## src/rtl/watch_dp.sv

```systemverilog
// watch_dp -- time-of-day datapath for a digital watch.
//
// A tick divider generates one centisecond tick every CLK_FREQ/TICK_HZ
// cycles. Each tick advances centiseconds, and overflow ripples through
// seconds, minutes and hours in the same edge. One-cycle adjust pulses from
// the watch control unit advance a single field without carrying upward.
//
// Optional feature macro: WATCH_12H_EN
//   undefined : hours 0..23, o_pm tied low
//   defined   : hours 1..12 with AM/PM flag, reset value 12 AM
//
// Ports
//   clk        system clock, all state on posedge
//   rst        synchronous active-high reset
//   i_run_sec  adjust pulse, seconds field
//   i_run_min  adjust pulse, minutes field
//   i_run_hour adjust pulse, hours field
//   o_msec     centiseconds 0..99
//   o_sec      seconds 0..59
//   o_min      minutes 0..59
//   o_hour     hours (0..23 or 1..12)
//   o_pm       PM flag

module watch_dp #(
   parameter int CLK_FREQ = 100_000_000,
   parameter int TICK_HZ  = 100
) (
   input  logic       clk,
   input  logic       rst,
   input  logic       i_run_sec,
   input  logic       i_run_min,
   input  logic       i_run_hour,
   output logic [6:0] o_msec,
   output logic [5:0] o_sec,
   output logic [5:0] o_min,
   output logic [4:0] o_hour,
   output logic       o_pm
);

   localparam int DIV = CLK_FREQ / TICK_HZ;
   localparam int CW  = (DIV > 2) ? $clog2(DIV) : 1;

`ifdef WATCH_12H_EN
   localparam logic [4:0] HOUR_RST = 5'd12;
`else
   localparam logic [4:0] HOUR_RST = 5'd0;
`endif

   logic [CW-1:0] div_cnt;
   logic          tick;
   logic          ms_wrap;
   logic          sec_carry;
   logic          min_carry;
   logic          sec_adv;
   logic          min_adv;
   logic          hour_adv;
   logic [4:0]    hour_next;

   assign tick = (div_cnt == CW'(DIV - 1));

   // A field being adjusted in the same cycle swallows the incoming carry,
   // so the carry out of that field is suppressed as well.
   assign ms_wrap   = tick && (o_msec == 7'd99);
   assign sec_carry = ms_wrap && !i_run_sec && (o_sec == 6'd59);
   assign min_carry = sec_carry && !i_run_min && (o_min == 6'd59);

   assign sec_adv  = i_run_sec  | ms_wrap;
   assign min_adv  = i_run_min  | sec_carry;
   assign hour_adv = i_run_hour | min_carry;

`ifdef WATCH_12H_EN
   assign hour_next = (o_hour == 5'd12) ? 5'd1 : o_hour + 5'd1;
`else
   assign hour_next = (o_hour == 5'd23) ? 5'd0 : o_hour + 5'd1;
`endif

   always_ff @(posedge clk) begin
      if (rst) begin
         div_cnt <= '0;
         o_msec  <= 7'd0;
         o_sec   <= 6'd0;
         o_min   <= 6'd0;
         o_hour  <= HOUR_RST;
      end else begin
         div_cnt <= tick ? '0 : div_cnt + 1'b1;
         if (tick)
            o_msec <= (o_msec == 7'd99) ? 7'd0 : o_msec + 7'd1;
         if (sec_adv)
            o_sec <= (o_sec == 6'd59) ? 6'd0 : o_sec + 6'd1;
         if (min_adv)
            o_min <= (o_min == 6'd59) ? 6'd0 : o_min + 6'd1;
         if (hour_adv)
            o_hour <= hour_next;
      end
   end

`ifdef WATCH_12H_EN
   // PM flips on 11->12 only; 12->1 keeps the current half of the day.
   always_ff @(posedge clk) begin
      if (rst)
         o_pm <= 1'b0;
      else if (hour_adv && (o_hour == 5'd11))
         o_pm <= ~o_pm;
   end
`else
   assign o_pm = 1'b0;
`endif

endmodule

```

## config.mk

```make
export PLATFORM = sky130hd
export DESIGN_NAME = watch_dp
export DESIGN_NICKNAME = d
export VERILOG_FILES = /design/src/rtl/watch_dp.sv
export SDC_FILE = /design/constraint.sdc
export NUM_CORES = 1
export LEC_CHECK = 0
export ABC_AREA = 1
export ABC_CLOCK_PERIOD_IN_PS = 4100
export BUFFER_PORTS_ARGS = -buffer_cell sky130_fd_sc_hd__buf_2
export CORE_AREA = 2 2 94 96
export DETAILED_ROUTE_END_ITERATION = 16
export DIE_AREA = 0 0 96 98
export PLACE_DENSITY_LB_ADDON = 0.12
export SLEW_MARGIN = 20
export SYNTH_ARGS = -nofsm -noshare
export SYNTH_HDL_FRONTEND = slang
export SYNTH_SLANG_ARGS = --single-unit
```

## constraint.sdc

```tcl
create_clock -name clk -period 4.1 [get_ports clk]
set_input_delay 0 -clock clk [delete_from_list [all_inputs] [get_ports clk]]
set_output_delay 0 -clock clk [all_outputs]
set_load 0.02 [all_outputs]
```

==> impl_metrics.ini <==
[timing]
final-hold-violation-count = 0
drv_slew = 0
fin_worst_skew_ns = 0.0163
max_freq_mhz = 495
fin_crit_sh = 0.493
maxSlewHeadroom = 0.490
tns_ns = 0
setup_violations = 0
holdWs_ns = 0.0656
rsz0062_at_grt = no
period_minus_slack_ns = 2.02
worst_pin_slew_ns = 0.763

[power]
vdd_drop_max_uv = 98.8
p_per_area_mw_per_mm2 = 287
p_leak_nw = 1.17

[detailed_routing]
dr.first_iter.drc_count = 68
vias = 2197
ant_nets = 0
post-route-drc-count = 0
dr.pass1.iters = 4
viasPerCell = 4.61
postRouteWirelength_um = 5670
drt-wirelength-per-cell_um = 11.9

[final_layout]
seq_area_um2 = 881
multi_input_area_mm2 = 0.00138
fillers = 956
antennaDiodeCount = 0
nNetsFinal = 378
area_growth_pct = 13.2
drive_gt1_frac = 0.176
final_common_cell = nand2_1
final_cell_mix = nand2_1, nor2_1, dfxtp_1, a21oi_1, nand3_1

[yosys]
yosysWarnings = 0
synth_top_flop_cell = dfxtp_1
ys_seq_elements = 44
avgSynthCellArea_um2 = 7.22
yosysSeqAreaShare = 0.360
syn_area_mm2 = 0.00245
ys_types = 36
synth_nets = 349
synth_edf_count = 0
async_reset_ff_frac = 0
syn_inst = 339

[placement]
port-buffer-count = 28
dp_hpwl_um = 4220
finalWeightedCongestion = 0.837

[setup_path]
required_ns = 4.25
crit_chain = ha_1 > nand2_2 > nor2_8 > nand3_4 > nor2_8 > inv_2 > nand2_1 > nor3_1
cp-startpoint = div_cnt[0]
cp_slowest_stage_delay_ns = 0.57
rrSetupSlack_ns = 2.08
cp_num_buf_inv = 1
worst_r2r_endpoint = div_cnt[16]
path_common_cell = nor2_8
endpoint_kind = flop
r2r_start = div_cnt[0]
crit_slowest_cell = nand2_1
crit_end = div_cnt[16]
cp_max_fo = 20
cp_top_family = simple AND/OR/NAND/NOR gates
reg2reg_depth = 8
cp-start-kind = flop
cp.depth = 8
cp.arrival_ns = 2.17
critPathKind = flop to flop

[floorplan]
rows = 34
die_w_um = 96
core_area_mm2 = 0.00847
die_h_um = 98
start_util = 0.289
die_area_mm2 = 0.00941
ios = 30

[clock_network]
cts_setup_buffers = 0
clock_latency_ns = 0.30
cts.path.max_buffers = 2
cts_made_buffers = 5
clkSinkCount = 44
holdBufCountCts = 0
path_clk_slew_ns = 0.08
htreeDepth = 2
root_buffer = clkbuf_8
tritoncts = yes
cts_resized = 0

[grt]
grt_start_max_net_pins = 21
antenna_found_initial = 0
grt_pass1_vias = 2017
grt_first_pass_wirelength_um = 9470
track_usage = 0.126
gr-total-overflow = 0

[run]
cap_viol_max_count = 0

[run_status]
outcome = finished, final reports clean

[worst_hold_path]
min_path_type = primary input to flop
==> flip-flops by register name, summed over array words and instances (netlist names) <==
register and cells:
o_msec 7, div_cnt 20, o_sec 6, o_hour 5
o_min 6
==> how the worst min path moves through the flow <==
stage | from | to | slack, ns | cells past startpoint
5_1_grt | rst | o_msec[6] | 0.08 | 2
3_3_place_gp | rst | o_msec[5] | 0.38 | 2
4_1_cts | rst | o_msec[6] | 0.08 | 2
2_1_floorplan | rst | o_min[1] | 0.28 | 2
3_5_place_dp | rst | o_msec[5] | 0.39 | 2
6_report | rst | o_msec[6] | 0.07 | 2
==> where the power goes <==
group          switching [W]  internal (W)
sequential        0.00000948      0.000436
combinational      0.0000390     0.0000194
clock               0.000152      0.000138
==> cells in the mapped netlist (all sizes together) (5+ instances only) <==
cell   number  area share
xor2        9       0.032
nand2      64        0.11
nor2       54        0.11
nor3       12       0.029
nand3      33       0.080
ha          5       0.026
xnor2       5       0.018
nand4      13       0.042
inv        36       0.055
o21ai       6       0.012
dfxtp      44        0.36
a21oi      34       0.070
==> cell families after synthesis <==
kind of cell             share of synthesized area
AO/OA/AOI/OAI                               0.0910
XOR/XNOR                                    0.0501
adder cells (fa/ha/maj)                     0.0256
buffers and inverters                       0.0752
flip-flops                                   0.360
other                                      0.00153
AND/OR/NAND/NOR                              0.396
==> per-stage QoR <==
stage | power (W) | utilization | worst slack [ns] | std cells | area, µm²
floorplan | 0.000499 | - | 2.42 | 339 | 2450
global placement | 0.000515 | 0.317 | 2.09 | 469 | 2680
detailed placement | 0.000515 | 0.317 | 2.04 | 469 | 2680
CTS | 0.000809 | 0.327 | 2.04 | 477 | 2770
global route | 0.000831 | 0.327 | 1.86 | 477 | 2770
finish | 0.000794 | 0.327 | 2.08 | 477 | 2770
==> worst reg2reg max path: stages (launching register included) <==
cell     delay (ns)
dfxtp_1        0.36
ha_1           0.19
nand2_2        0.10
nor2_8         0.15
nand3_4        0.11
nor2_8         0.19
inv_2          0.08
nand2_1        0.57
nor3_1         0.13
==> area by class of cell <==
type	instances	share of cell area
Timing Repair Buffer	28	0.0506
Sequential cell	44	0.318
Tap cell	108	0.0488
Inverter	38	0.0515
Multi-Input combinational cell	251	0.499
Clock buffer	8	0.0325
==> metal layers <==
layer / wire, µm / vias to the layer above / track usage
met5: 0 / - / 0
met4: 36 / 0 / 0.0363
met3: 214 / 2 / 0.0301
met2: 2470 / 30 / 0.191
met1: 2950 / 994 / 0.177
li1: - / 1171 / -
Note: power is estimated with default switching activity, not from simulation.
